### src/rtl/fpga_bootrom_pkg.sv
// Shared types and constants for the FPGA boot-ROM bus adapter.
package fpga_bootrom_pkg;

   typedef enum logic [1:0] {
      StIdle = 2'd0,
      StWait = 2'd1,
      StResp = 2'd2
   } bootrom_adapter_state_e;

   localparam int unsigned ROM_LATENCY_MAX = 4;

   // Jump-to-self instruction, handy as a parking word in boot ROM images.
   localparam logic [31:0] JAL_SELF = 32'h0000006F;

endpackage

### src/rtl/fpga_bootrom_bus_adapter.sv
// Adapts a req/gnt/r_valid bus to a synchronous read-only ROM with a
// configurable clock-to-Q latency. Reads are forwarded to the ROM. Writes never
// touch the ROM and are answered on the next cycle.
// Optional feature: define FPGA_BOOTROM_WRITE_ERR_EN to flag write responses
// with r_opc_o=1. Without it, writes are acknowledged silently.
module fpga_bootrom_bus_adapter #(
   parameter int unsigned ADDR_WIDTH     = 32,
   parameter int unsigned DATA_WIDTH     = 32,
   parameter int unsigned ROM_ADDR_WIDTH = 10,
   parameter int unsigned ROM_LATENCY    = 1
) (
   input  logic                      clk_i,
   input  logic                      rst_i,
   input  logic                      req_i,
   output logic                      gnt_o,
   input  logic [ADDR_WIDTH-1:0]     add_i,
   input  logic                      wen_i,
   input  logic [DATA_WIDTH/8-1:0]   be_i,
   input  logic [DATA_WIDTH-1:0]     wdata_i,
   output logic                      r_valid_o,
   output logic [DATA_WIDTH-1:0]     r_rdata_o,
   output logic                      r_opc_o,
   output logic                      rom_cen_o,
   output logic [ROM_ADDR_WIDTH-1:0] rom_a_o,
   input  logic [DATA_WIDTH-1:0]     rom_q_i
);

   import fpga_bootrom_pkg::*;

   localparam int unsigned CntW = $clog2(ROM_LATENCY_MAX);
   localparam logic [CntW-1:0] CntLoad = CntW'(ROM_LATENCY - 1);

   bootrom_adapter_state_e    state_q, state_d;
   logic [CntW-1:0]           cnt_q, cnt_d;
   logic [DATA_WIDTH-1:0]     rdata_q, rdata_d;
   logic [ROM_ADDR_WIDTH-1:0] rom_a_q, rom_a_d;
   logic [ROM_ADDR_WIDTH-1:0] rom_addr;
   logic                      gnt;
   logic                      rd_accept;
   logic                      wr_accept;
   logic                      rd_done;

   // Byte offset and bits above the ROM size are dropped, so addresses wrap.
   assign rom_addr = add_i[ROM_ADDR_WIDTH+1:2];

   // Byte enables, write data and out-of-range address bits carry no meaning here.
   logic unused_sig;
   assign unused_sig = ^{be_i, wdata_i, add_i};

   // Next-state, grant and ROM strobe decode.
   always_comb begin
      state_d   = state_q;
      cnt_d     = cnt_q;
      rdata_d   = rdata_q;
      rom_a_d   = rom_a_q;
      gnt       = 1'b0;
      rd_accept = 1'b0;
      wr_accept = 1'b0;
      rd_done   = 1'b0;

      unique case (state_q)
         StIdle, StResp: begin
            // Reset gating keeps the ROM strobe quiet while rst_i is held.
            gnt       = req_i & ~rst_i;
            rd_accept = gnt & wen_i;
            wr_accept = gnt & ~wen_i;
            state_d   = StIdle;
            if (rd_accept) begin
               rom_a_d = rom_addr;
               cnt_d   = CntLoad;
               state_d = StWait;
            end else if (wr_accept) begin
               rdata_d = '0;
               state_d = StResp;
            end
         end
         StWait: begin
            if (cnt_q == '0) begin
               rd_done = 1'b1;
               rdata_d = rom_q_i;
               state_d = StResp;
            end else begin
               cnt_d = cnt_q - CntW'(1);
            end
         end
         default: state_d = StIdle;
      endcase
   end

   assign gnt_o     = gnt;
   assign rom_cen_o = ~rd_accept;
   assign rom_a_o   = rd_accept ? rom_addr : rom_a_q;
   assign r_valid_o = (state_q == StResp);
   assign r_rdata_o = rdata_q;

   // State, latency counter, read data and held ROM address.
   always_ff @(posedge clk_i or posedge rst_i) begin
      if (rst_i) begin
         state_q <= StIdle;
         cnt_q   <= '0;
         rdata_q <= '0;
         rom_a_q <= '0;
      end else begin
         state_q <= state_d;
         cnt_q   <= cnt_d;
         rdata_q <= rdata_d;
         rom_a_q <= rom_a_d;
      end
   end

`ifdef FPGA_BOOTROM_WRITE_ERR_EN
   logic opc_q, opc_d;

   // Error flag: set by an accepted write, cleared by a completed read.
   always_comb begin
      opc_d = opc_q;
      if (wr_accept) begin
         opc_d = 1'b1;
      end else if (rd_done) begin
         opc_d = 1'b0;
      end
   end

   // Error flag register.
   always_ff @(posedge clk_i or posedge rst_i) begin
      if (rst_i) begin
         opc_q <= 1'b0;
      end else begin
         opc_q <= opc_d;
      end
   end

   assign r_opc_o = r_valid_o & opc_q;
`else
   assign r_opc_o = 1'b0;
`endif

endmodule

### config.mk
export PLATFORM = sky130hd
export DESIGN_NAME = fpga_bootrom_bus_adapter
export DESIGN_NICKNAME = d
export VERILOG_FILES = /design/src/rtl/fpga_bootrom_pkg.sv /design/src/rtl/fpga_bootrom_bus_adapter.sv
export SDC_FILE = /design/constraint.sdc
export NUM_CORES = 1
export LEC_CHECK = 0
export ABC_CLOCK_PERIOD_IN_PS = 1700
export CAP_MARGIN = 20
export CELL_PAD_IN_SITES_DETAIL_PLACEMENT = 1
export CELL_PAD_IN_SITES_GLOBAL_PLACEMENT = 2
export CORE_MARGIN = 5
export CORE_UTILIZATION = 18
export CTS_CLUSTER_SIZE = 16
export DETAILED_ROUTE_END_ITERATION = 8
export PLACE_DENSITY = 0.83
export SETUP_SLACK_MARGIN = 0.4
export SYNTH_ARGS = -nofsm -noshare
export SYNTH_HDL_FRONTEND = slang
export SYNTH_SLANG_ARGS = --single-unit
### constraint.sdc
create_clock -name clk_i -period 1.7 [get_ports clk_i]
set_input_delay 0.17 -clock clk_i [delete_from_list [all_inputs] [get_ports clk_i]]
set_output_delay 0.17 -clock clk_i [all_outputs]
set_load 0.02 [all_outputs]
Word-level counts from Yosys, hierarchy flattened:

Cells that the tools add are included.

* register bits: 46
* latch bits: 0
* bits in writable memories: 0
* memory bits (read-only): 0
* bits of input ports: 104
* output and inout port bits: 46
* logic and storage cells: 39
* memories kept: 0

* add/sub/neg operators: 1
* $mul: 0
* div/mod/pow operators: 0
* $lt $le $gt $ge: 0
* equal/unequal tests: 7
* shift-type cells: 0
* multiplexer cells: 14
* bitwise gates (word level): 6
* reduce and logical (&&, ||, !) cells: 7

Operator list (count)
* 2-to-1 mux 32 bit: 3
* case mux 32 bit (2 select lines): 1
* 2-to-1 mux 10 bit: 1
* 2-to-1 mux 2 bit: 5
* inequality test 2 bit, second input constant: 5
* case mux 2 bit (2 select lines): 2
* logical NOT 2 bit: 2
* AND reduction 4 bit: 1
* bitwise AND 1 bit: 3
* inverter 1 bit: 3
* AND reduction 3 bit: 1
* == test 2 x 1 -> 1 bit, second input constant: 1
* == test 2 bit, second input constant: 1
* 2-to-1 mux 1 bit: 2
* AND reduction 2 bit: 1
* nonzero test 2 bit: 1
* OR reduction 2 bit: 1
* subtractor 2 x 1 -> 2 bit, second input constant: 1

Longest topological paths before layout:

* word-level depth: 6
* mapped depth: 7
* mapped depth without buffers: 5

Worst setup path before layout:

No wires, ideal clock.

* path type: input port to output port
* start point: input rst_i
* end point: output gnt_o
* arrival time: 1565 ps
* required time: 1530 ps
* slack: -35 ps
* stages: 2
* buffers on the path: 0
* cells stage by stage: inv_1 -> and3_1

* longest elaborated chain between the ends: 3

Ends and longest elaborated chain
* start, declared: RTL line fpga_bootrom_bus_adapter.sv:13 `input logic rst_i,`
* inverter 1 bit: RTL line fpga_bootrom_bus_adapter.sv:64 `gnt = req_i & ~rst_i;`
* bitwise AND 1 bit: RTL line fpga_bootrom_bus_adapter.sv:64
* 2-to-1 mux 1 bit: RTL line fpga_bootrom_bus_adapter.sv:61 `unique case (state_q)`
* end, declared: RTL line fpga_bootrom_bus_adapter.sv:15 `output logic gnt_o,`

No other way between the ends.

Worst setup path in the final report:

* start point: register state_q[0]
* end point: output rom_a_o[3]

* longest elaborated chain between the ends: 4
* elaborated cells between the ends (all ways): 5

Ends and longest elaborated chain
* start, declared: RTL line fpga_bootrom_bus_adapter.sv:33 `bootrom_adapter_state_e state_q, state_d;`
* start signal, assigned: RTL line fpga_bootrom_bus_adapter.sv:99 `state_q <= StIdle;`
* start signal, assigned: RTL line fpga_bootrom_bus_adapter.sv:104 `state_q <= state_d;`
* == test 2 bit or logical NOT 2 bit (tied branches): RTL line fpga_bootrom_bus_adapter.sv:61
* OR reduction 2 bit *: RTL line fpga_bootrom_bus_adapter.sv:61
* 2-to-1 mux 1 bit *: RTL line fpga_bootrom_bus_adapter.sv:61
* 2-to-1 mux 10 bit *: RTL line fpga_bootrom_bus_adapter.sv:92 `assign rom_a_o = rd_accept ? rom_addr : rom_a_q;`
* end, declared: RTL line fpga_bootrom_bus_adapter.sv:24 `output logic [ROM_ADDR_WIDTH-1:0] rom_a_o,`

Mark *: on every way between the ends. The rest lies on a longest branch, timed or not.

==> impl_results.html <==
<table>
<tr><th>Metric</th><th>Value</th></tr>
<tr><th colspan="2">Setup path</th></tr>
<tr><td>Setup slack of the worst register-to-register path</td><td>40 ps</td></tr>
<tr><td>Crit-path leading delay family</td><td>flip-flops</td></tr>
<tr><td>Largest stage delay on the critical path</td><td>430 ps</td></tr>
<tr><td>Slowest library cell on the worst path</td><td>sky130_fd_sc_hd__dfrtp_1</td></tr>
<tr><td>Buffers plus inverters on the worst setup path</td><td>2</td></tr>
<tr><td>Number of cells on the worst reg-to-reg path</td><td>7</td></tr>
<tr><td>Dominant cell type by count on the critical path</td><td>sky130_fd_sc_hd__buf_6</td></tr>
<tr><td>Worst setup path startpoint</td><td>state_q[0]</td></tr>
<tr><td>Critical path peak fanout</td><td>5</td></tr>
<tr><td>Endpoint of the worst register-to-register path</td><td>r_rdata_o[23]</td></tr>
<tr><td>Startpoint of the most critical register-to-register path</td><td>state_q[0]</td></tr>
<tr><td>Worst path cell trace</td><td>nand4bb_4 &gt; buf_6 &gt; mux2_4 &gt; buf_6</td></tr>
<tr><td>CP required</td><td>1530 ps</td></tr>
<tr><td>Number of cells on the critical path</td><td>4</td></tr>
<tr><td>Crit path capture type</td><td>primary output</td></tr>
<tr><td>Setup Crit Path Kind</td><td>reg2out</td></tr>
<tr><td>Setup crit start kind</td><td>register</td></tr>
<tr><td>CP endpoint</td><td>rom_a_o[3]</td></tr>
<tr><td>Crit path arrival time</td><td>1580 ps</td></tr>
<tr><th colspan="2">CTS</th></tr>
<tr><td>TritonCTS clock tree</td><td>built</td></tr>
<tr><td>H-tree Lvls</td><td>2</td></tr>
<tr><td>Clk slew on worst S/H paths</td><td>80 ps</td></tr>
<tr><td>Clock sinks</td><td>46</td></tr>
<tr><td>Hold Buf Count CTS</td><td>0</td></tr>
<tr><td>Number of buffers created by CTS</td><td>5</td></tr>
<tr><td>Clock Root Buffer</td><td>sky130_fd_sc_hd__clkbuf_8</td></tr>
<tr><td>Maximum clock path buffer count</td><td>2</td></tr>
<tr><td>Clk Latency, worst-skew pair</td><td>290 ps</td></tr>
<tr><th colspan="2">Placement</th></tr>
<tr><td>Placed wire-length estimate</td><td>4.01 mm</td></tr>
<tr><td>GPL Wtd Cong</td><td>0.706</td></tr>
<tr><td>Area post-placement</td><td>2960 um^2</td></tr>
<tr><td>Number of buffers added on ports</td><td>90</td></tr>
<tr><td>Cells after DPL</td><td>353</td></tr>
<tr><th colspan="2">Floorplanning</th></tr>
<tr><td>Die extent in y</td><td>111 um</td></tr>
<tr><td>Effective utilization at floorplan</td><td>0.182</td></tr>
<tr><td>Floorplan row count</td><td>37</td></tr>
<tr><td>Horizontal die dimension</td><td>111 um</td></tr>
<tr><td>Top Ports</td><td>150</td></tr>
<tr><td>Die ar.</td><td>12400 um^2</td></tr>
<tr><td>Core Region</td><td>10200 um^2</td></tr>
<tr><th colspan="2">Synth</th></tr>
<tr><td>Share of synthesized area occupied by flip-flops and latches</td><td>0.622</td></tr>
<tr><td>Instance count of the mapped netlist</td><td>124</td></tr>
<tr><td>Warnings, synthesis</td><td>0</td></tr>
<tr><td>Simple-gate portion of the synthesized area</td><td>0.0514</td></tr>
<tr><td>Multiplexer share of the synthesized area</td><td>0.104</td></tr>
<tr><td>Average cell area after synthesis</td><td>14.9 um^2</td></tr>
<tr><td>Xor/xnor cell area share of the yosys netlist</td><td>0</td></tr>
<tr><td>Post-synthesis register bit count</td><td>46</td></tr>
<tr><td>Cell area after synthesis</td><td>1850 um^2</td></tr>
<tr><td>Main combinational cell family by area after synthesis</td><td>compound AO/OA/AOI/OAI gates</td></tr>
<tr><td>Syn Nets</td><td>229</td></tr>
<tr><td>Compound-gate portion of the synthesized area</td><td>0.166</td></tr>
<tr><td>Post-synthesis share of cell area spent on full adders, half adders and majority gates</td><td>0.00677</td></tr>
<tr><td>Post-synth cell types</td><td>25</td></tr>
<tr><th colspan="2">Power and ir drop</th></tr>
<tr><td>Maximum resistive drop on vdd</td><td>0.284 mV</td></tr>
<tr><td>P per Cell Area</td><td>895 nW/um^2</td></tr>
<tr><td>Static Leak</td><td>1.64 nW</td></tr>
<tr><th colspan="2">Timing</th></tr>
<tr><td>Tcrit/Tclk final</td><td>1.03</td></tr>
<tr><td>Layout Skew</td><td>5.05 ps</td></tr>
<tr><td>Max-slew violation count</td><td>0</td></tr>
<tr><td>Setup repair after global routing missed its margin</td><td>yes</td></tr>
<tr><td>Final min period</td><td>1750 ps</td></tr>
<tr><td>Setup WS post-layout</td><td>-52.7 ps</td></tr>
<tr><td>Final setup violation count</td><td>8</td></tr>
<tr><td>F_max</td><td>571 MHz</td></tr>
<tr><td>Slew of the pin with the lowest slew margin</td><td>586 ps</td></tr>
<tr><td>Final Hold Violating Endpoints</td><td>0</td></tr>
<tr><td>Rel. slew slack</td><td>0.609</td></tr>
<tr><th colspan="2">GRT</th></tr>
<tr><td>First-pass GRT wire length</td><td>10.4 mm</td></tr>
<tr><td>GRT overflow</td><td>0</td></tr>
<tr><td>Initial antenna violation count</td><td>0</td></tr>
<tr><td>Via count of the first global-routing pass</td><td>1822</td></tr>
<tr><td>Pin count of the biggest net entering global routing</td><td>47</td></tr>
<tr><td>Global-route usage over all layers</td><td>0.108</td></tr>
<tr><th colspan="2">Final layout</th></tr>
<tr><td>Fillers</td><td>1120</td></tr>
<tr><td>Post-route cell area</td><td>3410 um^2</td></tr>
<tr><td>Layout net count</td><td>349</td></tr>
<tr><td>Layout-stage area growth over the synthesis result</td><td>84.6%</td></tr>
<tr><td>Count of placed standard cells in the final layout, fillers left out</td><td>379</td></tr>
<tr><td>Ratio of cells with drive above 1 in the final layout</td><td>0.313</td></tr>
<tr><td>Antenna diode instance count</td><td>0</td></tr>
<tr><th colspan="2">Job</th></tr>
<tr><td>Max-capacitance violation count</td><td>0</td></tr>
<tr><th colspan="2">Worst hold path</th></tr>
<tr><td>Worst hold path startpoint</td><td>rom_q_i[26]</td></tr>
<tr><td>Worst hold path class</td><td>in2reg</td></tr>
<tr><th colspan="2">Drt</th></tr>
<tr><td>Total wirelength of the detailed-routed design</td><td>6.53 mm</td></tr>
<tr><td>Remaining antenna violation count after routing</td><td>0</td></tr>
<tr><td>Count of routing violations after the opening detailed-route iteration</td><td>15</td></tr>
<tr><td>Per-cell routed wire length</td><td>17.2 um</td></tr>
<tr><td>Mean number of vias per cell</td><td>4.04</td></tr>
<tr><td>Post-route DRC violation count</td><td>0</td></tr>
<tr><td>Detailed-router iteration count before antenna repair</td><td>2</td></tr>
<tr><td>Via count</td><td>1532</td></tr>
<tr><th colspan="2">Run status</th></tr>
<tr><td>Violated checks</td><td>setup timing</td></tr>
<tr><td>Outcome</td><td>finished, violations left</td></tr>
</table>
==> state kept, by name, indices dropped and copies added, names as in the netlist <==
register and cells:
state_q 2, r_rdata_o 32, rom_a_q 10, cnt_q 2
==> cell usage in the layout (no fill, tap or decap), types with 3 or more instances in the layout <==
cell,count
sky130_fd_sc_hd__a22o_1,24
sky130_fd_sc_hd__buf_12,5
sky130_fd_sc_hd__buf_4,10
sky130_fd_sc_hd__buf_6,22
sky130_fd_sc_hd__clkbuf_8,6
sky130_fd_sc_hd__clkdlybuf4s50_1,43
sky130_fd_sc_hd__dfrtp_1,46
sky130_fd_sc_hd__dlygate4sd2_1,34
sky130_fd_sc_hd__mux2_2,3
sky130_fd_sc_hd__mux2_4,7
sky130_fd_sc_hd__mux2i_1,6
sky130_fd_sc_hd__o2bb2ai_1,8
==> where the power goes <==
part	internal [mW]	total, mW	switching, mW
combinational	0.560	1.05	0.490
sequential	1.26	1.35	0.0891
clock	0.314	0.659	0.345
total	2.13	3.06	0.924
==> routing by layer <==
metal / vias up / part of all wire / track usage
li1: 699 / - / -
met1: 761 / 0.42 / 0.126
met2: 62 / 0.52 / 0.191
met3: 10 / 0.051 / 0.0321
met4: 0 / 0.017 / 0.0300
met5: - / 0 / 0
==> cells by family after synthesis <==
| group | count (synthesis) |
|---|---|
| fa+ha+maj | 1 |
| mux | 18 |
| other cells | 1 |
| buf+inv | 13 |
| compound gates | 35 |
| flops | 46 |
| simple gates | 10 |
==> layout make-up <==
class,instances,area (um^2),share of cell area
Timing Repair Buffer,120,1280,0.375
Sequential cell,46,1150,0.337
Inverter,5,22.5,0.00660
Multi-Input combinational cell,66,707,0.207
Tap cell,136,170,0.0498
Clock buffer,6,82.6,0.0242
==> how the worst min path moves through the flow <==
stage | end | slack, ps | depth (start not counted)
floorplan | cnt_q[0] | 190 | 1
global placement | cnt_q[0] | 460 | 1
detailed placement | cnt_q[0] | 480 | 1
CTS | r_rdata_o[26] | 460 | 2
global route | r_rdata_o[13] | 460 | 2
finish | r_rdata_o[26] | 480 | 2
==> metrics by stage <==
step | worst slack (ps) | TNS (ps) | power (mW) | utilization | hold slack, ps
2_1_floorplan | 315 | 0 | 1.82 | - | 191
4_1_cts | -73.3 | -474 | 3.09 | 0.329 | 465
6_report | -52.7 | -376 | 3.06 | 0.335 | 485
3_3_place_gp | -366 | -3770 | 2.33 | 0.291 | 463
3_5_place_dp | -418 | -4070 | 2.36 | 0.291 | 478
5_1_grt | -124 | -1010 | 3.24 | 0.335 | 464
==> what timing repair did <==
item	in CTS	in global routing
gates resized for setup	127	14
endpoints found under the setup margin	80	54
cloned	5	0
setup buffers	10	5
pin swaps	3	10
==> worst register-to-register path, delay by kind of cell (launching register included) <==
family	cells	cell delay [ps]
buf+inv	4	670
flops	1	430
compound gates	2	300
simple gates	1	220
==> synthesized netlist by cell type <==
cell type	count	share of area
sky130_fd_sc_hd__mux2_1	7	0.043
sky130_fd_sc_hd__and3_1	1	0.0034
sky130_fd_sc_hd__nand2_1	1	0.0020
sky130_fd_sc_hd__or3b_1	1	0.0047
sky130_fd_sc_hd__o2bb2ai_1	8	0.038
sky130_fd_sc_hd__a22o_1	24	0.11
sky130_fd_sc_hd__buf_2	3	0.0081
sky130_fd_sc_hd__buf_4	1	0.0041
sky130_fd_sc_hd__ha_1	1	0.0068
sky130_fd_sc_hd__nor2_1	1	0.0020
sky130_fd_sc_hd__o21ai_1	1	0.0027
sky130_fd_sc_hd__nor2b_1	1	0.0034
sky130_fd_sc_hd__conb_1	1	0.0020
sky130_fd_sc_hd__inv_1	5	0.010
sky130_fd_sc_hd__nor3b_4	1	0.010
sky130_fd_sc_hd__nand4bb_4	1	0.015
sky130_fd_sc_hd__mux2i_1	8	0.043
sky130_fd_sc_hd__buf_6	4	0.024
sky130_fd_sc_hd__a21oi_4	1	0.0088
sky130_fd_sc_hd__nand2b_1	1	0.0034
sky130_fd_sc_hd__nand3_1	1	0.0027
sky130_fd_sc_hd__dfrtp_1	46	0.62
sky130_fd_sc_hd__o22ai_1	1	0.0034
sky130_fd_sc_hd__and3b_1	1	0.0047
sky130_fd_sc_hd__mux2_2	3	0.018
No activity file was read; power rests on OpenSTA's default activity.
